===== config.mk =====
export PLATFORM = sky130hd
export DESIGN_NAME = dm_access_ctrl
export DESIGN_NICKNAME = d
export VERILOG_FILES = /design/src/rtl/dm_access_ctrl.sv
export SDC_FILE = /design/constraint.sdc
export NUM_CORES = 1
export LEC_CHECK = 0
export ABC_AREA = 1
export CORE_AREA = 2 2 150 152
export CTS_CLUSTER_SIZE = 24
export DETAILED_ROUTE_END_ITERATION = 10
export DIE_AREA = 0 0 152 154
export SYNTH_ARGS = -nofsm -noshare
export SYNTH_HDL_FRONTEND = slang
export SYNTH_SLANG_ARGS = --single-unit

===== constraint.sdc =====
create_clock -name clk -period 4.6 [get_ports clk]
set_input_delay 1.38 -clock clk [delete_from_list [all_inputs] [get_ports clk]]
set_output_delay 1.38 -clock clk [all_outputs]
set_load 0.03 [all_outputs]

===== src/rtl/dm_access_ctrl.sv =====
// -----------------------------------------------------------------------------
// dm_access_ctrl
// Load/store controller between the CPU MEM stage and a word-addressed data
// memory with a one-cycle synchronous read and a synchronous write.
// Byte/half/word loads and stores become word accesses; sub-word stores use a
// read-modify-write. Alignment is checked, loads are sign/zero-extended, and
// completion is reported through a req/done handshake.
//
// Optional feature macro: DAC_RANGE_CHECK_EN
//   defined   -> requests outside the BASE_ADDR window complete with an error
//   undefined -> no range check, upper address bits alias
//
// Ports:
//   clk, rst_n                clock, asynchronous active-low reset
//   cpu_req/cpu_we/cpu_size   request, store flag, access size (00 B, 01 H, 10 W)
//   cpu_sext                  load sign-extend select
//   cpu_addr/cpu_wdata        byte address, right-justified store data
//   cpu_ready                 high only while idle
//   cpu_done/cpu_err          one-cycle completion pulse and its error flag
//   cpu_rdata                 extended load result, held until the next load
//   dm_addr/dm_din            word address and write data to the memory
//   dm_memwrite/dm_memread    memory strobes
//   dm_dout                   memory read data, valid the cycle after a read
// -----------------------------------------------------------------------------
module dm_access_ctrl #(
    parameter logic [31:0] BASE_ADDR = 32'h0000_0000,
    parameter int          DM_AW     = 10
) (
    input  logic             clk,
    input  logic             rst_n,
    input  logic             cpu_req,
    input  logic             cpu_we,
    input  logic [1:0]       cpu_size,
    input  logic             cpu_sext,
    input  logic [31:0]      cpu_addr,
    input  logic [31:0]      cpu_wdata,
    output logic             cpu_ready,
    output logic             cpu_done,
    output logic             cpu_err,
    output logic [31:0]      cpu_rdata,
    output logic [DM_AW-1:0] dm_addr,
    output logic [31:0]      dm_din,
    output logic             dm_memwrite,
    output logic             dm_memread,
    input  logic [31:0]      dm_dout
);

    typedef enum logic [2:0] {IDLE, READ, EXT, MERGE, WRITE, DONE} state_t;

    state_t           state, state_nxt;
    logic [DM_AW+1:0] addr_q;
    logic [31:0]      wdata_q;
    logic [1:0]       size_q;
    logic             we_q;
    logic             sext_q;
    logic             err_q;

    logic             misaligned;
    logic             range_err;
    logic             bad_req;
    logic [31:0]      lane_shift;
    logic [7:0]       lane_byte;
    logic [15:0]      lane_half;
    logic [31:0]      ext_data;
    logic [31:0]      merged;

    // Upper address bits only matter for the optional range check; folding
    // them here keeps the default build free of dangling inputs.
    logic unused_bits;
    assign unused_bits = ^{cpu_addr[31:DM_AW+2], BASE_ADDR};

    // Request classification on the live inputs, used only in IDLE.
    always_comb begin
        misaligned = 1'b0;
        range_err  = 1'b0;
        if (cpu_size == 2'b01 && cpu_addr[0])
            misaligned = 1'b1;
        if (cpu_size == 2'b10 && cpu_addr[1:0] != 2'b00)
            misaligned = 1'b1;
`ifdef DAC_RANGE_CHECK_EN
        range_err = (cpu_addr[31:DM_AW+2] != BASE_ADDR[31:DM_AW+2]);
`else
        range_err = 1'b0;
`endif
        bad_req = misaligned || (cpu_size == 2'b11) || range_err;
    end

    // Next-state logic; sub-word stores and all loads go through READ.
    always_comb begin
        state_nxt = state;
        case (state)
            IDLE: begin
                if (cpu_req) begin
                    if (bad_req)
                        state_nxt = DONE;
                    else if (cpu_we && cpu_size == 2'b10)
                        state_nxt = WRITE;
                    else
                        state_nxt = READ;
                end
            end
            READ:    state_nxt = we_q ? MERGE : EXT;
            EXT:     state_nxt = DONE;
            MERGE:   state_nxt = DONE;
            WRITE:   state_nxt = DONE;
            DONE:    state_nxt = IDLE;
            default: state_nxt = IDLE;
        endcase
    end

    // Lane extraction and extension of the word returned by the memory.
    always_comb begin
        lane_shift = dm_dout >> {addr_q[1:0], 3'b000};
        lane_byte  = lane_shift[7:0];
        lane_half  = addr_q[1] ? dm_dout[31:16] : dm_dout[15:0];
        case (size_q)
            2'b00:   ext_data = {{24{sext_q & lane_byte[7]}}, lane_byte};
            2'b01:   ext_data = {{16{sext_q & lane_half[15]}}, lane_half};
            default: ext_data = dm_dout;
        endcase
    end

    // Read-modify-write: replace only the addressed lane(s) of the old word.
    always_comb begin
        merged = dm_dout;
        if (size_q == 2'b00)
            merged[{addr_q[1:0], 3'b000} +: 8] = wdata_q[7:0];
        else if (addr_q[1])
            merged[31:16] = wdata_q[15:0];
        else
            merged[15:0] = wdata_q[15:0];
    end

    // State register plus request capture and the held load result.
    always_ff @(posedge clk or negedge rst_n) begin
        if (!rst_n) begin
            state     <= IDLE;
            addr_q    <= '0;
            wdata_q   <= '0;
            size_q    <= 2'b00;
            we_q      <= 1'b0;
            sext_q    <= 1'b0;
            err_q     <= 1'b0;
            cpu_rdata <= '0;
        end else begin
            state <= state_nxt;
            if (state == IDLE && cpu_req) begin
                addr_q  <= cpu_addr[DM_AW+1:0];
                wdata_q <= cpu_wdata;
                size_q  <= cpu_size;
                we_q    <= cpu_we;
                sext_q  <= cpu_sext;
                err_q   <= bad_req;
            end
            if (state == EXT)
                cpu_rdata <= ext_data;
        end
    end

    // Outputs decode purely from registered state so a reset drops the
    // strobes immediately.
    always_comb begin
        cpu_ready   = (state == IDLE);
        cpu_done    = (state == DONE);
        cpu_err     = (state == DONE) && err_q;
        dm_memread  = (state == READ);
        dm_memwrite = (state == MERGE) || (state == WRITE);
        dm_addr     = addr_q[DM_AW+1:2];
        dm_din      = '0;
        if (state == WRITE)
            dm_din = wdata_q;
        else if (state == MERGE)
            dm_din = merged;
    end

endmodule


==> out/qor.yml, run 1 <==
power.density_mw_per_mm2: 754
drc: 0
vias_per_cell: 4.66
num_vias: 5544
die_y_um: 154
setup_viol: 0
grt_use_total_pct: 17.0
cts_inserted_buffers: 9
p_total_w: 0.00581
drtIter0Drc: 472
cts_setup_buffers: 0
relSlewSlack_pct: 39.6
dieArea_mm2: 0.0234
synth_edf_count: 0
p_switching_w: 0.00284
drtAntennaViolNets: 0
gp_congestion: 0.906
finalNetCount: 1013
wl_per_cell_um: 16.8
core_area_mm2: 0.0217
cts_tree: "yes"
max_freq_ghz: 0.241
num_rows: 54
antenna_found_initial: 0
crit_type: "in2out"
critical_path_required_ns: 3.22
leakage_nw: 3.48
finClkSkew_ns: 0.00654
p_sw_share_pct: 48.9
vdd_drop_max_v: 0.000349
hp-class: "reg2reg"
reg2reg_from: "state[0]"
drv_slew: 0
synth-main-ff-cell: "dfrtp_1"
grt-ovfl-total: 0
ys_types: 31
syn_to_final_growth_pct: 42.9
clkSinkCount: 84
diodes: 0
rrSetupSlack_ns: 2.30
tns_ns: 0
comb_power_share_pct: 64.0
nFillCells: 2294
cp-endpoint: "dm_din[4]"
initial_core_util_pct: 24.9
die_w_um: 152
rsz0062_at_grt: "false"
clk_path_buf_depth: 2
crit_fanout: 3
r2r_cells: 6
grt_max_degree: 59
syn_area_mm2: 0.00539
clkPwrFrac_pct: 12.7
crit_start: "dm_dout[4]"
cts_resized: 0
cts_hold_buf: 0
start_kind: "input pin"
htreeDepth: 3
hpwl_um: 14600
firstDrtPassIters: 5
drive_gt1_share_pct: 9.56
avgSynthCellArea_um2: 6.94
power.share.sequential_pct: 23.4
grt_pass1_wl_um: 31100
grt_pass1_vias: 5302
layout_common_cells: "nand2_1, clkdlybuf4s50_1, o21ai_0"
cap_violations: 0
endpoint_kind: "output port"
syn_nets: 885
hold_viol: 0
ys_ff_latch: 84
async_reset_ff_share_pct: 100
finalCritPeriodShare_pct: 90.0
clk_pin_slew_ns: 0.06
syn_inst: 777
wl_um: 20000
r2r_end: "cpu_rdata[21]"
layout_commonest_cell: "nand2_1"
port_buffers: 161
worstSkewPairLatency_ns: 0.35
io_pins: 182
worstMarginPinSlew_ns: 0.905
ctsRootBufferMaster: "clkbuf_16"
synth_warnings: 0
p_int_w: 0.00297
arrival_ns: 2.76
status: "finished clean"
fin_crit_ns: 4.14
ys_seq_area_share_pct: 39.0
[synthesized netlist by cell type (3+ instances only)]
cell,number,area (um^2)
a21oi_1,77,385
a31oi_1,9,56.3
buf_2,21,105
buf_4,10,75.1
buf_6,7,78.8
clkbuf_1,16,60.1
dfrtp_1,84,2100
ha_1,5,62.6
inv_1,64,240
inv_2,6,22.5
nand2_1,243,912
nand2_2,3,18.8
nand3_1,42,210
nor2_1,18,67.6
nor3_1,4,20.0
o211ai_1,23,173
o21ai_0,103,515
o21ai_1,5,25.0
o22ai_1,7,43.8
or2_2,12,75.1
[power groups by stage]
stage | logic (W) | clock network, W | registers [W]
detailed placement | 0.00372 | 0 | 0.00136
finish | 0.00371 | 0.000736 | 0.00136
CTS | 0.00373 | 0.000759 | 0.00135
global placement | 0.00369 | 0 | 0.00135
floorplan | 0.00210 | 0 | 0.00157
global route | 0.00408 | 0.000784 | 0.00140
[flip-flops by register name, indices dropped and copies added (netlist names)]
register	flops
state	3
addr_q	12
size_q	2
wdata_q	32
we_q	1
err_q	1
sext_q	1
cpu_rdata	32
[critical path: stages]
cell	delay [ns]
clkdlybuf4s50_1	0.56
inv_1	0.08
o211ai_1	0.19
nand3_1	0.08
o21ai_0	0.27
buf_12	0.20
[per-stage QoR]
| stage | cells | instance area, um^2 | setup WS, ns | hold slack, ns | util, % |
|---|---|---|---|---|---|
| 3_3_place_gp | 1174 | 7420 | 0.498 | 0.462 | 34.2 |
| 4_1_cts | 1190 | 7700 | 0.493 | 0.482 | 35.5 |
| 5_1_grt | 1190 | 7700 | 0.378 | 0.497 | 35.5 |
| 2_1_floorplan | 777 | 5390 | 1.09 | 0.446 | - |
| 6_report | 1190 | 7700 | 0.459 | 0.476 | 35.5 |
| 3_5_place_dp | 1174 | 7420 | 0.507 | 0.465 | 34.2 |
[kinds of logic (layout without fill, tap and decap cells)]
family,Yosys count,after routing,synth area share (%)
adder cells (fa/ha/maj),5,5,1.16
AO/OA/AOI/OAI,224,224,22.2
flip-flops,84,84,39.0
AND/OR/NAND/NOR,335,335,26.1
buffers and inverters,129,262,11.5
[routing by layer]
| metal | GRT usage, % | vias to the layer above | wire length (um) |
|---|---|---|---|
| met5 | 0 | - | 0 |
| li1 | - | 2793 | - |
| met3 | 3.89 | 27 | 1390 |
| met1 | 23.8 | 2531 | 9230 |
| met4 | 6.05 | 0 | 532 |
| met2 | 25.6 | 193 | 8790 |
[worst min-delay path by stage]
stage / start / endpoint / slack, ns / cells past startpoint
after floorplan: err_q / err_q / 0.45 / 2
after detailed placement: cpu_rdata[14] / cpu_rdata[14] / 0.47 / 2
after global routing: cpu_rdata[14] / cpu_rdata[14] / 0.50 / 2
after CTS: cpu_rdata[14] / cpu_rdata[14] / 0.48 / 2
after global placement: err_q / err_q / 0.46 / 2
final: cpu_rdata[14] / cpu_rdata[14] / 0.48 / 2
[area by class of cell]
cell class	count	area, um^2	share of cell area [%]
clock inverters	4	50.0	0.650
inverters	72	270	3.51
repair buffers	174	2030	26.3
flip-flops and latches	84	2100	27.3
clock buffers	12	236	3.07
well taps	280	350	4.55
multi-input cells	564	2670	34.6
Power figures use the tool's default switching activity.
==> run 2: changes to the inputs <==
--- a/config.mk
+++ b/config.mk
@@ -13,3 +13,4 @@
 export SYNTH_ARGS = -nofsm -noshare
 export SYNTH_HDL_FRONTEND = slang
 export SYNTH_SLANG_ARGS = --single-unit
+export TNS_END_PERCENT = 5
==> results of run 2 <==
Final layout, timing and power as in run 1 (identical DEF).
==> run 3: changes to the inputs <==
--- a/config.mk
+++ b/config.mk
@@ -10,6 +10,7 @@
 export CTS_CLUSTER_SIZE = 24
 export DETAILED_ROUTE_END_ITERATION = 10
 export DIE_AREA = 0 0 152 154
+export MAX_ROUTING_LAYER = met4
 export SYNTH_ARGS = -nofsm -noshare
 export SYNTH_HDL_FRONTEND = slang
 export SYNTH_SLANG_ARGS = --single-unit
==> out/qor.yml, run 3 (same netlist as run 1, synthesis figures left out) <==
path_cells: "clkdlybuf4s50_1 -> a21oi_1 -> o21ai_0 -> nand3_1 -> nand2_1 -> buf_12"
clk_path_buf_depth: 2
clkSinkCount: 84
hpwl_um: 14400
antenna_found_initial: 0
leakage_nw: 3.47
critical_path_required_ns: 3.22
drive_gt1_share_pct: 9.48
wl_per_cell_um: 16.9
crit_type: "in2out"
cts_tree: "yes"
cts_resized: 0
cts_hold_buf: 0
utilization_pct: 35.5
die_y_um: 154
drv_slew: 0
relSlewSlack_pct: 38.8
start_kind: "input pin"
grt_pass1_wl_um: 31000
max_stage_delay_ns: 0.73
drtIter0Drc: 379
finalCritPeriodShare_pct: 89.1
rsz0062_at_grt: "false"
grt_max_degree: 68
ctsRootBufferMaster: "clkbuf_16"
firstDrtPassIters: 4
rrSetupSlack_ns: 2.26
hp-class: "reg2reg"
dieArea_mm2: 0.0234
grt_use_total_pct: 17.5
hold_viol: 0
initial_core_util_pct: 24.9
worstMarginPinSlew_ns: 0.918
htreeDepth: 3
clk_pin_slew_ns: 0.06
syn_to_final_growth_pct: 42.6
core_area_mm2: 0.0217
num_rows: 54
crit_fanout: 4
critical-path-top-delay-family: "buffers and inverters"
grt_pass1_vias: 5344
finClkSkew_ns: 0.00638
cap_violations: 0
io_pins: 182
endpoint_kind: "output port"
vdd_drop_max_v: 0.000265
port_buffers: 161
grt-ovfl-total: 0
tns_ns: 0
largestRegisters: "cpu_rdata (32), wdata_q (32), addr_q (12)"
layout_commonest_cell: "nand2_1"
worstSkewPairLatency_ns: 0.35
status: "finished clean"
vias_per_cell: 4.72
setup_viol: 0
arrival_ns: 2.72
num_vias: 5601
fin_crit_ns: 4.10
drtAntennaViolNets: 0
wl_um: 20000
cts_setup_buffers: 0
diodes: 0
max_freq_ghz: 0.244
layout_common_cells: "nand2_1, clkdlybuf4s50_1, o21ai_0"
cts_inserted_buffers: 9
drc: 0
gp_congestion: 0.924
power.density_mw_per_mm2: 751
cp.buffers_inverters: 2
slowest_stage: "clkdlybuf4s50_1"
finalNetCount: 1012
die_w_um: 152
-- run 3: cell count changes in the layout (fill, tap and decap cells not counted), sizes merged --
| cell | previous run | this run |
|---|---|---|
| buf | 46 | 45 |
| bufinv | 1 | 0 |
| clkbuf | 12 | 13 |
| clkinv | 3 | 2 |
| clkinvlp | 2 | 1 |
-- run 3: path summary, 6_finish.rpt --
path,from,to,cells past startpoint
setup / recovery,dm_dout[24],dm_din[24],6
min in group asynchronous,rst_n,cpu_rdata[5],1
hold / removal,err_q,err_q,2
max in group asynchronous,rst_n,cpu_rdata[24],2
setup reg to reg,state[0],cpu_rdata[21],6
hold reg to reg,err_q,err_q,2
-- run 3: where the power goes --
group          total, W  switching, W  internal [W]  leakage [nW]
Sequential      0.00135      0.000247       0.00110          1.02
Clock          0.000702      0.000297      0.000405         0.134
Combinational   0.00372       0.00228       0.00144          2.32
Total           0.00578       0.00282       0.00295          3.47
-- run 3: through the flow --
stage | power, W | setup slack (ns) | hold slack, ns | cell area [um^2] | std cells
floorplan | 0.00367 | 1.09 | 0.446 | 5390 | 777
global placement | 0.00504 | 0.504 | 0.463 | 7410 | 1173
detailed placement | 0.00508 | 0.516 | 0.465 | 7410 | 1173
CTS | 0.00580 | 0.505 | 0.480 | 7690 | 1187
global route | 0.00623 | 0.435 | 0.500 | 7690 | 1187
finish | 0.00578 | 0.503 | 0.479 | 7690 | 1187
-- run 3: metal layers --
layer	wire length [um]	share of wire, %	vias to the layer above	GRT usage, %
met5	0	0	-	-
met4	516	2.6	0	5.16
met3	1430	7.1	32	4.65
met2	8860	44	208	25.7
met1	9240	46	2568	23.6
li1	-	-	2793	-
-- run 3: area by class of cell --
| type | instances | area [um^2] |
|---|---|---|
| Sequential cell | 84 | 2100 |
| Clock inverter | 1 | 7.51 |
| Tap cell | 280 | 350 |
| Timing Repair Buffer | 173 | 2020 |
| Inverter | 72 | 270 |
| Clock buffer | 13 | 270 |
| Multi-Input combinational cell | 564 | 2670 |
| Fill cell | 2275 | 14000 |
-- run 3: worst reg2reg max path: cells and delay by family, from the launching register on --
| kind | cells | cell delay, ns |
|---|---|---|
| and+or+nand+nor | 2 | 0.93 |
| DFF | 1 | 0.38 |
| AOI/OAI and AO/OA | 1 | 0.11 |
| buffers and inverters | 3 | 0.84 |
